[src/rtl/dir_len_unit_pkg.sv]
// Shared types for the direction/length path (the project's common Types definitions).
// Build-wide constants are macros, so any unit can use them as parameter defaults:
//   `WIDTH    signed fixed-point coordinate width (default 16)
//   `Q_BITS   fractional bits of the coordinate format (default 12, i.e. Q3.12)
//   `TAG_SIZE width of the transaction tag (default 8)
// Types:
//   direction_t          signed x, y, z
//   TaggedDirection      tag + direction
//   TaggedDirection_len  tag + direction + unsigned length

`ifndef WIDTH
`define WIDTH 16
`endif
`ifndef Q_BITS
`define Q_BITS 12
`endif
`ifndef TAG_SIZE
`define TAG_SIZE 8
`endif

package dir_len_unit_pkg;

   typedef struct packed {
      logic signed [`WIDTH-1:0] x;
      logic signed [`WIDTH-1:0] y;
      logic signed [`WIDTH-1:0] z;
   } direction_t;

   typedef struct packed {
      logic [`TAG_SIZE-1:0] tag;
      direction_t           direction;
   } TaggedDirection;

   typedef struct packed {
      logic [`TAG_SIZE-1:0] tag;
      direction_t           direction;
      logic [`WIDTH-1:0]    len;
   } TaggedDirection_len;

endpackage

[src/rtl/dir_len_unit_isqrt_seq.sv]
// isqrt_seq: bit-serial restoring integer square root, two radicand bits per cycle.
// The first step is taken on the loading edge, so a RAD_W-bit radicand finishes
// after RAD_W/2 edges with done high for one cycle and root valid from then on.
// Ports:
//   clk, reset   clock, asynchronous active-high reset
//   start_i      load rad_i and begin (ignored while busy)
//   rad_i        unsigned radicand, RAD_W bits (RAD_W must be even)
//   busy_o       iterations still pending
//   done_o       one-cycle pulse: root_o holds floor(sqrt(rad_i))
//   root_o       result, RAD_W/2 bits

module isqrt_seq #(
   parameter int unsigned RAD_W = 34
) (
   input  logic               clk,
   input  logic               reset,
   input  logic               start_i,
   input  logic [RAD_W-1:0]   rad_i,
   output logic               busy_o,
   output logic               done_o,
   output logic [RAD_W/2-1:0] root_o
);

   localparam int unsigned ROOT_W = RAD_W / 2;
   localparam int unsigned REM_W  = ROOT_W + 1;
   localparam int unsigned CNT_W  = $clog2(ROOT_W + 1);

   logic [RAD_W-1:0]  rad_q,  rad_d;
   logic [REM_W-1:0]  rem_q,  rem_d;
   logic [ROOT_W-1:0] root_q, root_d;
   logic [CNT_W-1:0]  cnt_q,  cnt_d;
   logic              busy_q, busy_d;
   logic              done_q, done_d;

   logic              load_c;
   logic [RAD_W-1:0]  src_rad_c;
   logic [REM_W-1:0]  src_rem_c;
   logic [ROOT_W-1:0] src_root_c;
   logic [REM_W+1:0]  shifted_c, trial_c;
   logic [REM_W-1:0]  rem_step_c;
   logic [ROOT_W-1:0] root_step_c;

   // One restoring step, fed from the radicand input on the loading edge.
   always_comb begin
      load_c     = start_i && !busy_q;
      src_rad_c  = load_c ? rad_i : rad_q;
      src_rem_c  = load_c ? '0    : rem_q;
      src_root_c = load_c ? '0    : root_q;
      shifted_c  = {src_rem_c, src_rad_c[RAD_W-1 -: 2]};
      trial_c    = {1'b0, src_root_c, 2'b01};
      if (shifted_c >= trial_c) begin
         rem_step_c  = REM_W'(shifted_c - trial_c);
         root_step_c = {src_root_c[ROOT_W-2:0], 1'b1};
      end else begin
         rem_step_c  = REM_W'(shifted_c);
         root_step_c = {src_root_c[ROOT_W-2:0], 1'b0};
      end
   end

   // Iteration control: counter holds the steps still to run after this edge.
   always_comb begin
      rad_d  = rad_q;
      rem_d  = rem_q;
      root_d = root_q;
      cnt_d  = cnt_q;
      busy_d = busy_q;
      done_d = 1'b0;
      if (load_c) begin
         rad_d  = rad_i << 2;
         rem_d  = rem_step_c;
         root_d = root_step_c;
         cnt_d  = CNT_W'(ROOT_W - 1);
         busy_d = 1'b1;
      end else if (busy_q) begin
         rad_d  = rad_q << 2;
         rem_d  = rem_step_c;
         root_d = root_step_c;
         cnt_d  = cnt_q - CNT_W'(1);
         if (cnt_q == CNT_W'(1)) begin
            busy_d = 1'b0;
            done_d = 1'b1;
         end
      end
   end

   always_ff @(posedge clk or posedge reset) begin
      if (reset) begin
         rad_q  <= '0;
         rem_q  <= '0;
         root_q <= '0;
         cnt_q  <= '0;
         busy_q <= 1'b0;
         done_q <= 1'b0;
      end else begin
         rad_q  <= rad_d;
         rem_q  <= rem_d;
         root_q <= root_d;
         cnt_q  <= cnt_d;
         busy_q <= busy_d;
         done_q <= done_d;
      end
   end

   assign busy_o = busy_q;
   assign done_o = done_q;
   assign root_o = root_q;

endmodule

[src/rtl/dir_len_unit.sv]
// dir_len_unit: measures the Euclidean length of a tagged fixed-point direction
// and hands tag, direction and length to the divider cluster with a start pulse.
// Flow: IDLE (accept) -> SQUARE (sum of squares) -> SQRT (WIDTH+1 cycles) -> ISSUE.
// Ports:
//   clk, reset   clock, asynchronous active-high reset
//   in_valid     TD_in holds a direction to measure
//   in_ready     high only in IDLE
//   TD_in        tag + signed x, y, z
//   div_ready    divider cluster can take the result
//   start        one-cycle launch pulse (first ISSUE cycle with div_ready)
//   TDL_out      tag, direction, len; stable from ISSUE entry until the next one
// Build option: LEN_ZERO_GUARD_EN replaces a zero length by 1.0 (1 << Q_BITS).

module dir_len_unit
   import dir_len_unit_pkg::*;
#(
   parameter int unsigned WIDTH  = `WIDTH,
   parameter int unsigned Q_BITS = `Q_BITS
) (
   input  logic               clk,
   input  logic               reset,
   input  logic               in_valid,
   output logic               in_ready,
   input  TaggedDirection     TD_in,
   input  logic               div_ready,
   output logic               start,
   output TaggedDirection_len TDL_out
);

   localparam int unsigned PROD_W  = 2 * WIDTH;
   localparam int unsigned SUM_W   = 2 * WIDTH + 2;
   localparam int unsigned LEN_MAX = (1 << (WIDTH - 1)) - 1;
   localparam int unsigned LEN_ONE = 1 << Q_BITS;
`ifdef LEN_ZERO_GUARD_EN
   localparam bit ZERO_GUARD = 1'b1;
`else
   localparam bit ZERO_GUARD = 1'b0;
`endif

   localparam logic [1:0] S_IDLE   = 2'd0;
   localparam logic [1:0] S_SQUARE = 2'd1;
   localparam logic [1:0] S_SQRT   = 2'd2;
   localparam logic [1:0] S_ISSUE  = 2'd3;

   logic [1:0]         state_q, state_d;
   TaggedDirection     cap_q,   cap_d;
   TaggedDirection_len tdl_q,   tdl_d;

   logic signed [PROD_W-1:0] px_c, py_c, pz_c;
   logic [SUM_W-1:0]         sum_c;
   logic [WIDTH-1:0]         len_sat_c, len_c;
   logic                     sqrt_start, sqrt_busy, sqrt_done;
   logic [WIDTH:0]           sqrt_root;

   // Sum of squares of the captured vector; registered by the sqrt unit on load.
   always_comb begin
      px_c  = PROD_W'($signed(cap_q.direction.x)) * PROD_W'($signed(cap_q.direction.x));
      py_c  = PROD_W'($signed(cap_q.direction.y)) * PROD_W'($signed(cap_q.direction.y));
      pz_c  = PROD_W'($signed(cap_q.direction.z)) * PROD_W'($signed(cap_q.direction.z));
      sum_c = SUM_W'($unsigned(px_c)) + SUM_W'($unsigned(py_c)) + SUM_W'($unsigned(pz_c));
   end

   isqrt_seq #(
      .RAD_W (SUM_W)
   ) u_isqrt (
      .clk     (clk),
      .reset   (reset),
      .start_i (sqrt_start),
      .rad_i   (sum_c),
      .busy_o  (sqrt_busy),
      .done_o  (sqrt_done),
      .root_o  (sqrt_root)
   );

   // Root of a Q(2*Q_BITS) square is already Q(Q_BITS); clamp to the signed max.
   always_comb begin
      len_sat_c = (sqrt_root > (WIDTH+1)'(LEN_MAX)) ? WIDTH'(LEN_MAX) : sqrt_root[WIDTH-1:0];
      len_c     = (ZERO_GUARD && (len_sat_c == '0)) ? WIDTH'(LEN_ONE) : len_sat_c;
   end

   // Next-state and datapath control.
   always_comb begin
      state_d    = state_q;
      cap_d      = cap_q;
      tdl_d      = tdl_q;
      sqrt_start = 1'b0;
      case (state_q)
         S_IDLE: begin
            if (in_valid) begin
               cap_d   = TD_in;
               state_d = S_SQUARE;
            end
         end
         S_SQUARE: begin
            if (!sqrt_busy) begin
               sqrt_start = 1'b1;
               state_d    = S_SQRT;
            end
         end
         S_SQRT: begin
            if (sqrt_done) begin
               tdl_d.tag       = cap_q.tag;
               tdl_d.direction = cap_q.direction;
               tdl_d.len       = len_c;
               state_d         = S_ISSUE;
            end
         end
         S_ISSUE: begin
            if (div_ready) state_d = S_IDLE;
         end
         default: state_d = S_IDLE;
      endcase
   end

   always_ff @(posedge clk or posedge reset) begin
      if (reset) begin
         state_q <= S_IDLE;
         cap_q   <= '0;
         tdl_q   <= '0;
      end else begin
         state_q <= state_d;
         cap_q   <= cap_d;
         tdl_q   <= tdl_d;
      end
   end

   // start follows div_ready in the same cycle so the launch is never delayed.
   assign in_ready = (state_q == S_IDLE);
   assign start    = (state_q == S_ISSUE) && div_ready;
   assign TDL_out  = tdl_q;

endmodule

[config.mk]
export PLATFORM = sky130hd
export DESIGN_NAME = dir_len_unit
export DESIGN_NICKNAME = d
export VERILOG_FILES = /design/src/rtl/dir_len_unit_pkg.sv /design/src/rtl/dir_len_unit_isqrt_seq.sv /design/src/rtl/dir_len_unit.sv
export SDC_FILE = /design/constraint.sdc
export NUM_CORES = 2
export LEC_CHECK = 0
export CORE_UTILIZATION = 55
export DETAILED_ROUTE_END_ITERATION = 10
export DONT_BUFFER_PORTS = 1
export PLACE_DENSITY = 0.78
export SYNTH_ARGS = -nofsm -noshare
export SYNTH_HDL_FRONTEND = slang
export SYNTH_SLANG_ARGS = --single-unit
[constraint.sdc]
create_clock -name clk -period 13.25 [get_ports clk]
set_clock_uncertainty 0.1 [all_clocks]
set_input_delay 2.65 -clock clk [delete_from_list [all_inputs] [get_ports clk]]
set_output_delay 2.65 -clock clk [all_outputs]
set_load 0.005 [all_outputs]
==> flow_metrics.tcl <==
set metrics [dict create \
    route.detailed.wl_per_inst_microns 17.38 \
    synth_area_sq_mm 0.03803 \
    finalSetupTns_ns 0 \
    slowest_stage "fa_1" \
    rsz0062_at_grt "false" \
    num_io_pins 134 \
    synth-seq-cells 204 \
    postPlaceCellArea_sq_mm 0.03879 \
    core_sq_mm 0.06847 \
    cts_resized 0 \
    dieArea_sq_mm 0.07020 \
    final_common_cell "inv_1" \
    drtPass1Iterations 6 \
    place_congestion 0.8935 \
    final-hold-violation-count 0 \
    synth_cells 4079 \
    syn_to_final_growth_pct 4.471 \
    htree_levels 1 \
    setup_ws_ns 1.071 \
    grt_usage_pct 25.82 \
    whs_ns 0.3646 \
    cts_setup_buffers 0 \
    final_cell_mix "inv_1, fa_1, nand2_1, ha_1, dfrtp_1" \
    synth_area_leaders "fa_1, dfrtp_1, inv_1, ha_1, nand2_1" \
    die_h_microns 265.0 \
    design_area_sq_mm 0.03973 \
    hold_path.class "flip-flop to flip-flop" \
    yosys.area.top_type "fa_1" \
    netlist.area_leader.share_pct 39.32 \
    fmax_ghz 0.08211 \
    slew_violations 0 \
    tightest_slew_ns 1.228 \
    max-slew-margin-rel_pct 18.13 \
    ctsHoldBuffers 0 \
    rows 96 \
    grt_pass1_vias 28790 \
    drtAntennaViolNets 0 \
    vias 26320 \
    clock_latency_ns 0.60 \
    synth_ff_type "dfrtp_1" \
    crit_top_cell "fa_1" \
    synthArstFlopShare_pct 100.0 \
    clkTransAtPathRegs_ns 0.06 \
    worst-path-max-fanout 19 \
    crit_type "flip-flop to flip-flop" \
    tritoncts "built" \
    grt_overflow_total 0 \
    vias_per_cell 5.370 \
    cp.arrival_ns 12.60 \
    io_buffers 0 \
    synth_nets 5197 \
    cts_root_buffer "clkbuf_16" \
    first_iter_violations 1654 \
    worstPathRequired_ns 13.67 \
    period_share_pct 91.91 \
    setup_viol 0 \
    routed_wl_mm 85.18 \
    maxCapViolations 0 \
    synth-edff-count 0 \
    place_ws_ns 1.236 \
    antenna_found_initial 3 \
    ys_types 74 \
    nets 5116 \
    cts_buffers 27 \
    hpwl_mm 68.32 \
    insertedDiodeCount 0 \
    grt_pass1_wl_mm 144.8 \
    start_util_pct 55.54 \
    post-route-drc-count 0 \
    cp-start-kind "flip-flop" \
    ys_seq_area_share_pct 13.42 \
    post-route-min-period_ns 12.18 \
    numClockSinks 204 \
    crit_path_end_kind "flip-flop" \
    synth.avg_cell_area_sq_um 9.323 \
    cts_buffer_depth 3 \
    die_w_microns 265.0 \
    yosysWarningCount 0 \
    grt_max_degree 101 \
    drive_above_1_share_pct 3.858 \
    cpPeakStageDelay_ns 0.88 \
    outcome "completed" \
]
-- cell families (layout without fill, tap and decap cells) --
family,after synthesis,in the layout,synth area share (%)
compound gates,450,450,7.610
xor+xnor,158,158,3.639
fa+ha+maj,1058,1058,49.56
buf+inv,1191,1130,11.77
flops,204,204,13.42
mux,88,88,2.517
simple gates,930,930,11.49
-- Yosys cell counts (all sizes together) (63+ instances only) --
master	number
a21o	74
a21oi	102
and2	158
clkbuf	113
dfrtp	204
fa	747
ha	311
inv	1068
nand2	432
nor2	146
o21ai	130
xnor2	95
xor2	63
-- stage by stage --
stage,util (%),cells
after detailed placement,56.66,4851
final,58.03,4900
after floorplan,-,4079
after global placement,56.66,4851
after global routing,58.03,4900
after CTS,58.03,4900
-- flip-flops by register name (all words and copies together), names as in the netlist --
| signal | count |
|---|---|
| u_isqrt.busy_o | 1 |
| cap_q | 56 |
| state_q | 2 |
| u_isqrt.rad_q | 32 |
| u_isqrt.rem_q | 18 |
| u_isqrt.cnt_q | 5 |
| u_isqrt.root_o | 17 |
| TDL_out | 72 |
| u_isqrt.done_o | 1 |
-- path summary, 6_finish.rpt --
check | start | slack (ns) | cells after the start | endpoint
setup reg to reg | cap_q[31] | 1.07 | 40 | u_isqrt.rem_q[16]
hold reg to reg | cap_q[48] | 0.36 | 2 | TDL_out[64]
hold / removal | cap_q[48] | 0.36 | 2 | TDL_out[64]
min in group asynchronous | reset | 1.89 | 1 | cap_q[54]
setup / recovery | cap_q[31] | 1.07 | 40 | u_isqrt.rem_q[16]
max in group asynchronous | reset | 9.03 | 3 | TDL_out[43]
-- critical path: cells and delay by family, from the launching register on --
family	cells	cell delay [ns]
AO/OA/AOI/OAI	13	3.49
adder cells (fa/ha/maj)	10	4.72
AND/OR/NAND/NOR	11	1.99
flip-flops	1	0.72
XOR/XNOR	1	0.33
buffers and inverters	5	0.75
-- area by class of cell --
class / instances / area [sq um]
inverter: 1068 / 4016
clock buffer: 33 / 738.2
tap: 882 / 1104
multi-input combinational: 2684 / 28470
fill: 5790 / 28740
timing repair buffer: 13 / 97.59
clock inverter: 16 / 198.9
sequential: 204 / 5106
-- metal layers --
metal  wire length [microns]  share of wire (%)  global-route usage (%)
met4                    2206                2.6                   6.640
met5                      28              0.033                       0
met1                   35200                 41                   34.03
met2                   43050                 51                   45.00
met3                    4687                5.5                   3.372
Power is not shown: default switching activity piles up to over one toggle a cycle in this logic, so the estimate is an artifact.
